==> src/rtl/mac_v5.sv <==
`default_nettype none
// ============================================================================
// Module      : mac_v5
// Description : Signed multiply-accumulate over KERNEL_SIZE*KERNEL_SIZE beats.
//               Each group of accepted operand pairs is summed, the bias sampled
//               on the last beat is added, and the result is held with a
//               valid/ready handshake until the consumer takes it.
// Revision    : 1.0 - initial release
// ============================================================================
module mac_v5 #(
    parameter int INPUT_BIT_RESOLUTION  = 8,
    parameter int OUTPUT_BIT_RESOLUTION = 32,
    parameter int KERNEL_SIZE           = 3
) (
    input  logic                                     clk_i,
    input  logic                                     rst_ni,
    input  logic                                     mac_fin_and_kernel_valid_i,
    input  logic signed [INPUT_BIT_RESOLUTION-1:0]   mac_fin_data_i,
    input  logic signed [INPUT_BIT_RESOLUTION-1:0]   mac_kernel_data_i,
    input  logic signed [OUTPUT_BIT_RESOLUTION-1:0]  mac_kernel_bias_i,
    output logic                                     mac_valid_o,
    output logic signed [OUTPUT_BIT_RESOLUTION-1:0]  mac_data_o,
    input  logic                                     mac_ready_i
);

    // Beats per group and the counter width needed to hold the value N itself
    localparam int c_N     = KERNEL_SIZE * KERNEL_SIZE;
    localparam int c_CNT_W = $clog2(c_N + 1);
    localparam int c_PRD_W = 2 * INPUT_BIT_RESOLUTION;

    localparam logic [0:0] c_ST_ACCUM  = 1'b0;
    localparam logic [0:0] c_ST_OUTPUT = 1'b1;

    logic [0:0]                              r_state;
    logic        [c_CNT_W-1:0]               r_cnt;
    logic signed [OUTPUT_BIT_RESOLUTION-1:0] r_acc;
    logic signed [OUTPUT_BIT_RESOLUTION-1:0] r_data;
    logic                                    r_valid;

    logic signed [c_PRD_W-1:0]               w_product;
    logic signed [OUTPUT_BIT_RESOLUTION-1:0] w_product_ext;
    logic signed [OUTPUT_BIT_RESOLUTION-1:0] w_acc_next;
    logic                                    w_last_beat;

    // Full-precision signed product, sign-extended into the accumulator width
    assign w_product     = mac_fin_data_i * mac_kernel_data_i;
    assign w_product_ext = OUTPUT_BIT_RESOLUTION'(w_product);
    assign w_acc_next    = r_acc + w_product_ext;
    assign w_last_beat   = (r_cnt == c_CNT_W'(c_N - 1));

    // Group accumulation, result registration and output handshake
    always_ff @(posedge clk_i) begin
        if (!rst_ni) begin
            r_state <= c_ST_ACCUM;
            r_cnt   <= '0;
            r_acc   <= '0;
            r_data  <= '0;
            r_valid <= 1'b0;
        end else begin
            case (r_state)
                c_ST_ACCUM: begin
                    if (mac_fin_and_kernel_valid_i) begin
                        r_cnt <= r_cnt + c_CNT_W'(1);
                        if (w_last_beat) begin
                            // Bias only matters on the closing beat of a group
                            r_data  <= w_acc_next + mac_kernel_bias_i;
                            r_valid <= 1'b1;
                            r_state <= c_ST_OUTPUT;
                        end else begin
                            r_acc <= w_acc_next;
                        end
                    end
                end
                c_ST_OUTPUT: begin
                    // Operands offered here are dropped; only the handshake matters
                    if (mac_ready_i) begin
                        r_valid <= 1'b0;
                        r_cnt   <= '0;
                        r_acc   <= '0;
                        r_state <= c_ST_ACCUM;
                    end
                end
                default: begin
                    r_state <= c_ST_ACCUM;
                    r_cnt   <= '0;
                    r_acc   <= '0;
                    r_valid <= 1'b0;
                end
            endcase
        end
    end

    assign mac_valid_o = r_valid;
    assign mac_data_o  = r_data;

endmodule
`default_nettype wire

==> config.mk <==
export PLATFORM = sky130hd
export DESIGN_NAME = mac_v5
export DESIGN_NICKNAME = d
export VERILOG_FILES = /design/src/rtl/mac_v5.sv
export SDC_FILE = /design/constraint.sdc
export NUM_CORES = 1
export LEC_CHECK = 0
export CORE_ASPECT_RATIO = 0.6
export CORE_MARGIN = 2
export CORE_UTILIZATION = 56
export DETAILED_ROUTE_END_ITERATION = 8
export PLACE_DENSITY = 0.76
export SETUP_SLACK_MARGIN = 0.05
export SYNTH_ARGS = -nofsm -noshare
export SYNTH_HDL_FRONTEND = slang
export SYNTH_SLANG_ARGS = --single-unit
==> constraint.sdc <==
create_clock -name clk_i -period 8.7 [get_ports clk_i]
set_clock_uncertainty 0.05 [all_clocks]
set_input_delay 0.87 -clock clk_i [delete_from_list [all_inputs] [get_ports clk_i]]
set_output_delay 0.87 -clock clk_i [all_outputs]
set_load 0.005 [all_outputs]
# Word level (Yosys, flattened, before mapping)
# Index checks and enable logic that the tools add are counted.
[word_totals]
wordCells = 34
input_bits = 52
reg_bits = 70
[op_classes]
mul = 1
add_sub_neg = 3
bitwise = 1
n_reduce_logical = 4
n_mux = 15
eq_ne = 5
[ops]
columns = ["op", "n"]
rows = [
  ["two-way mux 32 bit", 3],
  ["one-hot mux 32 bit (2 select lines)", 1],
  ["adder 32 x 16 -> 32 bit", 1],
  ["adder 32 bit", 1],
  ["multiplier 8 x 8 -> 16 bit", 1],
  ["AND reduction 3 bit", 3],
  ["two-way mux 4 bit", 2],
  ["inequality test 2 bit (second input constant)", 4],
  ["one-hot mux 4 bit (2 select lines)", 1],
  ["two-way mux 1 bit", 6],
  ["adder 4 x 1 -> 4 bit (second input constant)", 1],
  ["equality test 4 bit (second input constant)", 1],
  ["one-hot mux 1 bit (2 select lines)", 2],
  ["AND reduction 2 bit", 1],
  ["inverter 1 bit", 1],
]

# Logic depth before layout (Yosys ltp)
# Gate-level depths: netlist (run 1).
[depth]
ltp_word = 5
ltp_mapped = 30

# Worst setup path after synthesis (run 1)
# Ideal clock, no wire load.
[synth_path]
kind = "in2reg"
startpoint = "input mac_kernel_data_i[0]"
endpoint = "register r_data[29], in the netlist mac_data_o[29]"
setup_time_ns = 0.086
arrival_ns = 7.734
slack_ns = 0.831
required_time_ns = 8.564
cell_stages = 26
path_buffers = 0
path_cell_list = "and2_1 > inv_1 > fa_1 > inv_1 > fa_1 > fa_1 > fa_1 > fa_1 > ha_1 > a21oi_1 > nand2b_1 > nand4b_1 > and2_1 > a21o_2 > a21oi_1 > xnor2_1 > ha_1 > a21oi_1 > o21ai_0 > a211oi_1 > o21ai_1 > a41oi_2 > nor2b_1 > o41ai_2 > xor2_1 > a211oi_1"
[synth_via]
elab_chain_cells = 3
[synth_lines]
columns = ["item", "line_no", "rtl"]
rows = [
  ["start, declared", "19", "input logic signed [INPUT_BIT_RESOLUTION-1:0] mac_kernel_data_i,"],
  ["multiplier 8 x 8 -> 16 bit", "46", "assign w_product = mac_fin_data_i * mac_kernel_data_i;"],
  ["adder 32 x 16 -> 32 bit", "48", "assign w_acc_next = r_acc + w_product_ext;"],
  ["adder 32 bit", "66", "r_data <= w_acc_next + mac_kernel_bias_i;"],
  ["end signal, assigned", "66", ""],
  ["end, declared", "37", "logic signed [OUTPUT_BIT_RESOLUTION-1:0] r_data;"],
]
# No other way between the ends.
# A chain may end at the register's enable or synchronous reset.

# Worst setup path after layout (run 1)
[layout_path]
startpoint = "input mac_kernel_data_i[2]"
endpoint = "register r_data[31], in the netlist mac_data_o[31]"
# Same word-level chain as after synthesis.

==> out/results.ini, run 1 <==
[route]
wire_per_inst_microns=17.6
drt-total-wl_microns=23700
ant_nets=0
dr.pass1.iters=5
vias_per_cell=5.64
drt_iter0_markers=514
drc=0
vias=7587

[global_routing]
grt_pass1_vias=7404
grt_overflow=0
grt_pass1_wl_microns=39000
grtUsageTotal_pct=27.8
antenna_found_initial=0
grt_max_degree=62

[clock_network]
tritoncts=yes
cts_setup_buffers=0
clk_pin_slew_worst_paths_ps=60
cts_hold_buf=0
clk_latency_ps=350
numCtsBuffers=9
h-tree-depth=3
cts_buffer_depth=2
clockRootBuffer=clkbuf_16
cts_resized=0
cts.sinks=70

[setup_path]
cpMaxStageDelayCell=fa_1
start_kind=input pin
path_class=input pin to flip-flop
cp_max_fo=8
cpMostUsedCell=fa_1
max_stage_delay_ps=770
crit_arrival_ps=8450
required_ps=8930
end_kind=flip-flop

[job]
cap_viol_max_count=0

[placement]
hpwlAfterDp_microns=19100
portBuffers=84
routabilityCongestion=0.895

[status]
run_status=completed

[die]
rows=36
die-area_sq_um=17900
die_h_microns=105
die_w_microns=172
core-area_sq_um=16400
start_util_pct=57.7
ios=85

[synth]
yosysUniqueCellTypes=67
yosysMostFrequentCell=fa_1
ys_warn_count=0
synth_area_leader_cell=fa_1
ys_top_cells_by_area=fa_1 29%, dfxtp_1 15%, ha_1 14%, inv_1 4.7%, a21oi_1 3.9%
netlist_instances=1029
ys.flop_type=dfxtp_1
synth_seq_cells=70
syn_area_per_cell_sq_um=9.18
synth_seq_area_share_pct=14.8
yosysTopAreaCellShare_pct=29.0
synth_enable_flop_cells=0
syn_nets=1325
syn_area_sq_um=9440
async_flop_share_pct=0
ys_top_cells_by_count=137 x fa_1, 117 x inv_1, 107 x ha_1, 95 x nand2_1, 80 x nor2_1

[timing]
final-setup-viol-count=0
final.min_clock_period_ps=8220
tightestPinTransition_ps=1070
timing.final.crit_share_pct=94.5
fin_setup_tns_ps=0
relSlewSlack_pct=28.9
hold_viol=0
slew_viol_final=0
rsz0062_at_grt=no
max_freq_mhz=122

[cells_and_area]
area_growth_pct=15.4
multiInputGateArea_sq_um=7510
fill_cells=1366
antennaDiodeCount=0
drive_gt1_share_pct=5.28
fin_nets=1408
register_area_sq_um=1400

[worst_hold_path]
hold_path.class=flip-flop to flip-flop

[per-layer routing]
layer | up-vias | GRT usage, % | routed length, microns
li1 | 3637 | - | -
met1 | 3620 | 43.4 | 11600
met5 | - | 0 | 0
met2 | 314 | 37.4 | 9220
met4 | 0 | 2.91 | 173
met3 | 16 | 10.1 | 2670
[sequential cells by signal (all words and copies together) (netlist names)]
name,cells
r_cnt,4
r_state,1
r_acc,32
mac_valid_o,1
mac_data_o,32
[worst max-delay path, delay by kind of cell]
kind	cells	cell delay, ps
buffers and inverters	3	950
adders and majority gates	7	3230
xor gates and xnor gates	1	250
and+or+nand+nor	4	940
AOI/OAI and AO/OA	12	2200
[metrics by stage]
step	hold slack (ps)	instances	setup slack (ps)	cell area, sq um	utilization [%]
2_1_floorplan	394	1029	831	9440	-
3_3_place_gp	388	1329	287	10600	64.7
3_5_place_dp	397	1329	205	10600	64.7
4_1_cts	405	1345	555	10900	66.6
5_1_grt	421	1345	73.6	10900	66.6
6_report	403	1345	476	10900	66.6
[logic make-up after synthesis]
kind of cell | count (synthesis) | synth area share [%]
AND/OR/NAND/NOR | 284 | 14.2
adder cells (fa/ha/maj) | 244 | 43.2
AO/OA/AOI/OAI | 230 | 16.6
buffers and inverters | 143 | 5.70
flip-flops | 70 | 14.8
XOR/XNOR | 58 | 5.46
[final timing paths]
kind | from | to | slack, ps | depth (start not counted)
setup reg to reg | r_acc[6] | mac_data_o[31] | 1710 | 27
setup / recovery | mac_kernel_data_i[2] | mac_data_o[31] | 480 | 27
hold reg to reg | mac_data_o[26] | mac_data_o[26] | 400 | 2
hold / removal | mac_data_o[26] | mac_data_o[26] | 400 | 2
[cells in the final DEF (no fill, tap or decap), types with 3 or more instances in the layout]
cell type and count:
fa_1 137, inv_1 117, ha_1 107, nand2_1 95
clkdlybuf4s50_1 84, nor2_1 79, a21oi_1 73, dfxtp_1 70
xnor2_1 39, and2_1 34, o21ai_0 33, a22oi_1 31
nand3_1 18, xor2_1 18, a21o_1 14, buf_4 12
a211oi_1 11, nand2b_1 10, clkbuf_16 9, o21a_1 8
nor2b_1 8, o211ai_1 7, o21ai_1 7, nor3_1 6
a21oi_2 6, nand4_1 6, and3_1 6, o21bai_1 5
nand3b_1 4, o31ai_1 4, o41ai_2 3, or3_1 3
a32o_1 3, o211a_1 3
[final cells by class]
cell class	instances	area share [%]
well taps	228	2.62
inverters	119	4.10
repair buffers	96	8.54
clock inverters	7	0.884
flip-flops and latches	70	12.9
multi-input cells	816	68.9
clock buffers	9	2.07
Power of run 1 is not shown: default switching activity piles up to over one toggle a cycle in this logic, so the estimate is an artifact.
==> run 2, diff against run 1 <==
==> constraint.sdc (replaced) <==
create_clock -name clk_i -period 9.1 [get_ports clk_i]
set_clock_uncertainty 0.05 [all_clocks]
set_input_delay 0.91 -clock clk_i [delete_from_list [all_inputs] [get_ports clk_i]]
set_output_delay 0.91 -clock clk_i [all_outputs]
set_load 0.005 [all_outputs]
==> run 2 against run 1 <==
Via count increased by 0.55%. Cell area decreased by 0.13%. Worst setup slack better by 66 ps. Core utilization decreased by 0.084 points. Global-route usage fell by 0.49 points.
==> out/results.ini, run 2 (synthesis gave the netlist of run 1 again) <==
[setup_path]
path_buf_inv=2
r2r-start=r_acc[6]
reg2reg_setup_slack_ps=1920
timing.rr.end=mac_data_o[29]
required_ps=9320
start_kind=input pin
cpMaxStageDelayCell=fa_1
path_class=input pin to flip-flop
max_stage_delay_ps=790
worstRegToRegCells=27
crit_arrival_ps=8770
end_kind=flip-flop
critical-path-top-delay-family=adder cells
cp_max_fo=10

[global_routing]
grt_max_degree=39
antenna_found_initial=0
grt_pass1_vias=7211
grtUsageTotal_pct=27.3
grt_pass1_wl_microns=38000
grt_overflow=0

[route]
drt-total-wl_microns=23600
top_layer_used=met4
wl_met3_microns=2410
vias=7629
drc=0
vias_per_cell=5.67
ant_nets=0
wire_per_inst_microns=17.5
drt_iter0_markers=631
routed-wl-met2_microns=9120
met1_length_microns=11900
dr.pass1.iters=6

[timing]
hold_viol=0
tightestPinTransition_ps=1090
slew_viol_final=0
relSlewSlack_pct=27.6
final-setup-viol-count=0
fin_setup_tns_ps=0
timing.final.crit_share_pct=94.0
max_freq_mhz=117
rsz0062_at_grt=no
final.min_clock_period_ps=8560
hold_ws_ps=403

[clock_network]
clk_latency_ps=340
tritoncts=yes
cts_hold_buf=0
clockRootBuffer=clkbuf_16
cts_buffer_depth=2
clk_pin_slew_worst_paths_ps=70
h-tree-depth=3
cts.sinks=70
numCtsBuffers=9

[die]
die-area_sq_um=17900
ios=85
die_w_microns=172
rows=36
core-area_sq_um=16400
die_h_microns=105
start_util_pct=57.7

[cells_and_area]
final_common_cell=fa_1
antennaDiodeCount=0
final_cell_mix=136 x fa_1, 117 x inv_1, 107 x ha_1
drive_gt1_share_pct=5.46
fin_nets=1409
area_growth_pct=15.3

[worst_hold_path]
min_to=mac_data_o[12]
min_path_cells=2
hold_path.class=flip-flop to flip-flop
min_from=mac_data_o[12]

[placement]
routabilityCongestion=0.905
portBuffers=84
hpwlAfterDp_microns=19500

[job]
cap_viol_max_count=0

[status]
run_status=completed

run 2: cell types whose count changed in the layout (fill, tap and decap cells not counted):
cell,delta
clkinv_4,-2
fa_2,+1
inv_6,+1
fa_1,-1
clkinvlp_4,+2
bufinv_16,-1
buf_4,+1
run 2: worst min-delay path: cells and delay by family, from the launching register on:
family,cells,cell delay [ps]
DFF,1,310
AOI/OAI and AO/OA,1,50
and+or+nand+nor,1,50
run 2: how the worst max path moves through the flow:
stage | slack (ps) | depth (start not counted) | to | startpoint
floorplan | 1190 | 26 | mac_data_o[29] | mac_kernel_data_i[0]
global route | 100 | 26 | mac_data_o[31] | mac_kernel_data_i[2]
finish | 540 | 26 | mac_data_o[31] | mac_kernel_data_i[2]
global placement | 330 | 26 | mac_data_o[31] | mac_kernel_data_i[2]
CTS | 400 | 26 | mac_data_o[31] | mac_kernel_data_i[2]
detailed placement | 60 | 26 | mac_data_o[31] | mac_kernel_data_i[2]
run 2: area by class of cell:
type	count	area, sq um
Fill cell	1384	5470
Timing Repair Buffer	97	938
Clock inverter	7	72.6
Multi-Input combinational cell	816	7510
Clock buffer	9	225
Tap cell	228	285
Inverter	119	447
Sequential cell	70	1400
run 2: metrics by stage:
step	area [sq um]	std cells	setup WS (ps)	util (%)
finish	10900	1346	542	66.6
CTS	10900	1346	400	66.5
detailed placement	10600	1330	61.9	64.7
global route	10900	1346	103	66.6
global placement	10600	1330	335	64.7
floorplan	9440	1029	1190	-
run 2: layer usage:
metal	up-vias	GRT usage, %
li1	3631	-
met1	3683	45.1
met3	19	7.01
met2	296	35.7
met4	0	3.69
met5	-	0
run 2: what timing repair did:
action                     in CTS  in global routing
resized for setup               0                  1
setup buffers                   0                  0
setup endpoints to repair       0                  2
Power of run 2 is left out for the same reason.
